`config.mk`:
```
export PLATFORM = sky130hd
export DESIGN_NAME = dct_transpose
export DESIGN_NICKNAME = d
export VERILOG_FILES = /design/src/rtl/dct_transpose.sv
export SDC_FILE = /design/constraint.sdc
export NUM_CORES = 2
export LEC_CHECK = 0
export ABC_CLOCK_PERIOD_IN_PS = 19200
export CAP_MARGIN = 20
export CORE_UTILIZATION = 35
export DETAILED_ROUTE_END_ITERATION = 6
export GPL_TIMING_DRIVEN = 0
export PLACE_DENSITY = 0.55
export SETUP_SLACK_MARGIN = 0.05
export SYNTH_ARGS = -nofsm -noshare
export SYNTH_HDL_FRONTEND = slang
export SYNTH_SLANG_ARGS = --single-unit
```
`constraint.sdc`:
```
create_clock -name clk -period 19.2 [get_ports clk]
set_clock_uncertainty 0.05 [all_clocks]
set_input_delay 2.88 -clock clk [delete_from_list [all_inputs] [get_ports clk]]
set_output_delay 2.88 -clock clk [all_outputs]
set_load 0.02 [all_outputs]
```
`src/rtl/dct_transpose.sv`:
```
// dct_transpose -- 8x8 transpose buffer that sits between the row and column
// passes of a 2-D DCT. Rows of row-DCT coefficients are written into one bank
// of a ping-pong pair. The other bank is read out column by column.
//
// Ports
//   clk       : single clock, rising edge
//   rst       : synchronous active-high reset
//   in_valid  : qualifies in_data / in_sob
//   in_sob    : start of block (row 0)
//   in_data   : one row, lane c = column c (W-bit signed lanes)
//   out_valid : qualifies out_data / out_sob / out_eob
//   out_sob   : column 0 of an output block
//   out_eob   : column 7 of an output block
//   out_data  : one column, lane r = row r
//   sync_err  : one-cycle pulse when a partial block is discarded
module dct_transpose #(
  parameter int W = 16
) (
  input  logic                clk,
  input  logic                rst,
  input  logic                in_valid,
  input  logic                in_sob,
  input  logic [7:0][W-1:0]   in_data,
  output logic                out_valid,
  output logic                out_sob,
  output logic                out_eob,
  output logic [7:0][W-1:0]   out_data,
  output logic                sync_err
);

  typedef logic [7:0][W-1:0] row_t;

  // Two banks of eight rows. Contents are deliberately not reset.
  row_t mem [0:1][0:7];

  logic [2:0] wrow_reg;
  logic [2:0] rd_k_reg;
  logic       bank_reg;       // bank currently being written
  logic       rd_active_reg;

  logic [2:0] wr_row;
  logic       blk_done;
  row_t       col_first;
  row_t       col_next;

  // A start-of-block marker always forces row 0. Any partial block in
  // progress is simply overwritten.
  always_comb begin
    wr_row   = in_sob ? 3'd0 : wrow_reg;
    blk_done = in_valid && (wr_row == 3'd7);
  end

  // Column 0 is registered on the same edge that writes row 7. Row 7 is
  // therefore taken straight from the input rather than from the bank.
  // Later columns read the bank that has just filled. After the swap on
  // the row-7 edge, that bank is the one not being written.
  for (genvar gi = 0; gi < 8; gi++) begin : g_col
    if (gi == 7) begin : g_bypass
      assign col_first[gi] = in_data[0];
    end else begin : g_mem
      assign col_first[gi] = mem[bank_reg][gi][0];
    end
    assign col_next[gi] = mem[~bank_reg][gi][rd_k_reg];
  end

  always_ff @(posedge clk) begin
    if (!rst && in_valid) begin
      mem[bank_reg][wr_row] <= in_data;
    end
  end

  always_ff @(posedge clk) begin
    if (rst) begin
      wrow_reg      <= 3'd0;
      rd_k_reg      <= 3'd0;
      bank_reg      <= 1'b0;
      rd_active_reg <= 1'b0;
      out_valid     <= 1'b0;
      out_sob       <= 1'b0;
      out_eob       <= 1'b0;
      out_data      <= '0;
      sync_err      <= 1'b0;
    end else begin
      sync_err  <= in_valid && in_sob && (wrow_reg != 3'd0);
      out_valid <= 1'b0;
      out_sob   <= 1'b0;
      out_eob   <= 1'b0;

      if (in_valid) begin
        wrow_reg <= wr_row + 3'd1;
      end

      // A bank needs at least eight write cycles to fill. An earlier read
      // has therefore always issued column 7 by the time blk_done occurs
      // again, so giving blk_done priority never cuts a read short.
      if (blk_done) begin
        bank_reg      <= ~bank_reg;
        rd_active_reg <= 1'b1;
        rd_k_reg      <= 3'd1;
        out_valid     <= 1'b1;
        out_sob       <= 1'b1;
        out_data      <= col_first;
      end else if (rd_active_reg) begin
        out_valid <= 1'b1;
        out_eob   <= (rd_k_reg == 3'd7);
        out_data  <= col_next;
        rd_k_reg  <= rd_k_reg + 3'd1;
        if (rd_k_reg == 3'd7) begin
          rd_active_reg <= 1'b0;
        end
      end
    end
  end

endmodule

```
# Word level (Yosys, flattened, before mapping)
# Memories as Yosys holds them, arrays and structs flattened. A register that Yosys moved wholly into a read port is not among the register bits.
# Index checks and enable logic that the tools add are counted.
[totals]
wordCells = 71
inputBits = 132
out_inout_bits = 132
n_memories = 1
reg_bits = 140
ramBits = 2048
[mem_list]
columns = ["name", "words", "word_bits", "rd", "rd_clocked_by_memory_dff", "wr", "line", "source"]
rows = [
  ["mem", 2, 1024, 2, 1, 1, "34", "row_t mem [0:1][0:7];"],
]
[classes]
n_addsub = 2
mux = 33
bitwise = 3
n_eq_ne = 2
magnitude_cmp = 3
reduce_logical = 10
[ops]
columns = ["op", "n"]
rows = [
  ["1024-bit 2-to-1 mux", 1],
  ["16-bit binary-select mux with 3-bit select", 8],
  ["128-bit demux with 3-bit select", 1],
  ["128-bit 2-to-1 mux", 3],
  ["16-bit 2-to-1 mux", 8],
  ["1-bit 2-to-1 mux", 11],
  ["3-bit by 1-bit adder with 3-bit output, second input constant", 2],
  ["3-bit == test, second input constant", 2],
  ["1-bit logical AND", 5],
  ["4-bit >= comparator, second input constant", 1],
  ["3-bit by 4-bit less-than comparator with 1-bit output, second input constant", 1],
  ["4-bit by 1-bit less-than comparator with 1-bit output, second input constant", 1],
  ["3-bit NOT with 4-bit output", 1],
  ["3-bit 2-to-1 mux", 1],
  ["3-bit nonzero test", 1],
  ["3-bit OR reduction", 1],
  ["1-bit NOT", 2],
  ["2-bit nonzero test", 1],
  ["2-bit OR reduction", 1],
  ["1-bit zero test", 1],
]

# Depth between registers and ports, before layout
[depth]
word_depth = 7
ltp_mapped = 10
depth_no_buf = 7

# Least setup slack after synthesis
# No wires, ideal clock.
[synth_timing]
path_kind = "input to register"
start = "input in_valid"
end = "memory mem[0][768] in the netlist's numbering (enable)"
setup_ns = 0.772
required_time_ns = 18.378
arrival_ns = 12.205
path_slack_ns = 6.173
path_buffers = 1
cell_stages = 5
cell_sequence = "buf_2 -> nor2b_1 -> and2_1 -> nand2_1 -> nor3_1"
[synth_via]
elab_chain_cells = 3
[synth_rtl]
columns = ["item", "line", "source"]
rows = [
  ["from (decl)", "21", "input logic in_valid,"],
  ["1-bit logical AND", "67", "if (!rst && in_valid) begin"],
  ["1-bit 2-to-1 mux", "67", ""],
  ["1024-bit 2-to-1 mux (implied by the code)", "68", "mem[bank_reg][wr_row] <= in_data;"],
  ["to (decl)", "34", ""],
]
# No other way between the ends.

# Final worst setup path
[layout_timing]
start = "input in_sob"
end = "register out_data[72] in the netlist's numbering"
[layout_via]
elab_chain_cells = 4
word_cells_on_any_way = 5
cone_classes = "eq/ne: 1; mux: 2; reduce/logical: 2"
[layout_rtl]
columns = ["item", "line", "source"]
rows = [
  ["from (decl)", "22", "input logic in_sob,"],
  ["3-bit 2-to-1 mux (*)", "49", "wr_row = in_sob ? 3'd0 : wrow_reg;"],
  ["3-bit == test (*)", "50", "blk_done = in_valid && (wr_row == 3'd7);"],
  ["1-bit logical AND (*)", "50", ""],
  ["128-bit 2-to-1 mux / 2-bit nonzero test (equally long branches)", "-", ""],
  ["to (signal assigned)", "102", "out_data <= col_first;"],
  ["to (signal assigned)", "106", "out_data <= col_next;"],
  ["to (decl)", "27", "output logic [7:0][W-1:0] out_data,"],
]
# Mark *: on every way between the ends. The rest lies on a longest branch, timed or not.
# A chain may end at the register's enable or synchronous reset.

==> impl_metrics.toml <==
[finish]
top_regs = "mem: 2048 flops, out_data: 128 flops"
stdcell_count = 8527
fill_cells = 21200
fin_util_pct = 42.3
largest_reg_flops = 2048
regArea_um2 = 64300
syn_to_final_growth_pct = 19.9
multi_input_area_um2 = 19300
fin_nets = 5264
top_register = "mem"
drive_gt1_share_pct = 20.6

[clock_tree]
clock-sinks = 2189
cts-root-buf = "clkbuf_16"
postCtsHoldBufs = 0
ctsHtreeMaxLevel = 4
clk_latency_ns = 0.87
cts_buffers = 223
cts_tree = "done"
cts_setup_buffers = 0
cts_resized = 0
cts.path.max_buffers = 3
clkTransAtPathRegs_ns = 0.06

[route]
drt_iter0_markers = 8881
wire_per_inst_um = 40.5
via_per_inst = 6.04
wirelength_um = 345000
drcViolationCount = 0
postRouteAntennaNets = 0
vias = 51500
dr.pass1.iters = 5

[yosys]
synth_edf_count = 2048
synth_top_family_by_area = "multiplexers"
ys_seq_elements = 2189
yosys.area_share.simple_pct = 2.40
synth_top_area_cell = "edfxtp_1"
synthFlopType = "edfxtp_1"
async_flop_share_pct = 0
syn-instance-count = 4463
post-synth-top-area-fraction_pct = 72.2
synth.distinct_cells = 55
yosysMostFrequentCell = "edfxtp_1"
synth_mux_area_share_pct = 14.6
synthXorXnorAreaFrac_pct = 0.0206
avgSynthCellArea_um2 = 19.1
ys_seq_area_share_pct = 75.6
synth_compound_area_share_pct = 5.46
synthTopCellsByCount = "edfxtp_1 (2048), mux2i_1 (606), mux4_2 (255), o22ai_1 (150), dfxtp_1 (141)"
synth_nets = 4598
syn_area_um2 = 85100
yosys_warnings = 0
synth.area.top_cells = "edfxtp_1 (72%), mux2i_1 (7.1%), mux4_2 (6.7%)"
synthAdderAreaFrac_pct = 0.0441

[run]
cap_violations = 0

[worst_setup_path]
r2r_end = "mem[0][888]"
critPathMaxFanout = 10
critical_path_required_ns = 19.91
critPathCaptureType = "flip-flop"
rr_startpoint = "bank_reg"
path_class = "primary input to flip-flop"
start_kind = "primary input"
cp.arrival_ns = 6.93
r2r_setup_slack_ns = 14.69
reg2regPathDepth = 11

[die]
core_area_um2 = 241000
fp.dieW_um = 495
io_pins = 264
start_util_pct = 35.3
row_count = 180
dieArea_um2 = 245000
die_y_um = 495

[worst_hold_path]
hold_end = "out_data[23]"
timing.hold.worst_path_depth = 2
min_path_type = "flip-flop to flip-flop"
hp-start = "out_data[23]"

[placed_design]
dp.cells = 8084
portBuffers = 263
gp_congestion = 0.911
hpwlAfterDp_um = 232000

[global_route]
antenna_found_initial = 68
track_usage_pct = 27.9
grt_start_max_net_pins = 35
grt_pass1_vias = 48600
grt_first_pass_wirelength_um = 450000
overflow = 0

[pwr]
power_leakage_uw = 0.0309
ir_worst_vdd_mv = 0.0874
power_uw = 9900
power.density_nw_per_um2 = 96.9

[timing]
relSlewSlack_pct = 15.4
finalCritPeriodShare_pct = 32.4
max_slew.worst_pin.slew_ns = 1.27
whs_ns = 0.407
fin_setup_tns_ns = 0
min_period_ns = 6.22
setup_viol = 0
hold_violations = 0
slew_violations = 0
max_freq_mhz = 161
rsz0062_at_grt = "no"

[status]
outcome = "finished clean"
layout by cell type, fill, tap and decap left out, drive strengths merged, types with 91 or more instances in the layout:
cell,count
mux4,255
nor2,113
dfxtp,141
a22oi,91
clkbuf,442
buf,420
o22ai,150
nand2,92
o21ai,92
mux2i,606
edfxtp,2048
nor3,104
clkdlybuf4s50,186
cell type report:
class	instances	area share, %
sequential	2189	63.0
multi-input combinational	1987	18.9
clock buffer	323	6.09
timing repair buffer	441	5.45
tap	3185	3.90
buffer	284	1.57
clock inverter	97	1.02
antenna	18	0.0441
inverter	3	0.0110
metrics by stage:
stage	cell area, um^2	setup slack, ns
6_report	102000	12.98
5_1_grt	102000	13.04
4_1_cts	102000	13.16
3_5_place_dp	94700	12.27
3_3_place_gp	91700	-1.74
2_1_floorplan	85100	6.17
routing by layer:
metal	up-vias	wire [um]	share of wire, %	track usage (%)
li1	19700	-	-	-
met5	-	34	0.0098	0
met2	3770	159000	46	43.7
met4	6	17500	5.1	13.0
met1	27400	130000	38	37.2
met3	632	38300	11	5.57
cells by family (layout without fill, tap and decap cells):
| kind of cell | Yosys count | in the layout |
|---|---|---|
| adder cells (fa/ha/maj) | 3 | 3 |
| AND/OR/NAND/NOR | 428 | 428 |
| AO/OA/AOI/OAI | 636 | 636 |
| other | 0 | 18 |
| buffers and inverters | 287 | 1148 |
| flip-flops | 2189 | 2189 |
| XOR/XNOR | 2 | 2 |
| multiplexers | 918 | 918 |
worst max path at each step:
stage / startpoint / slack [ns] / end
global route: in_sob / 13.04 / out_data[72]
detailed placement: in_sob / 12.27 / out_data[75]
finish: in_sob / 12.98 / out_data[72]
CTS: in_sob / 13.16 / out_data[75]
global placement: rst / -1.74 / mem[1][880]
floorplan: in_valid / 6.17 / mem[0][768]
worst max-delay path, cell delays in order:
cell and delay [ns]:
clkdlybuf4s50_1 0.52, nor2b_1 0.28, ha_1 0.32, nand2_1 0.55
nand2_1 1.03, clkbuf_1 0.74, nor3_1 0.18, o41ai_1 0.40
power by group:
| group | switching (uW) | internal, uW |
|---|---|---|
| Combinational | 227 | 49.4 |
| Clock | 1880 | 2500 |
| Sequential | 4.57 | 5230 |
Power figures use the tool's default switching activity.
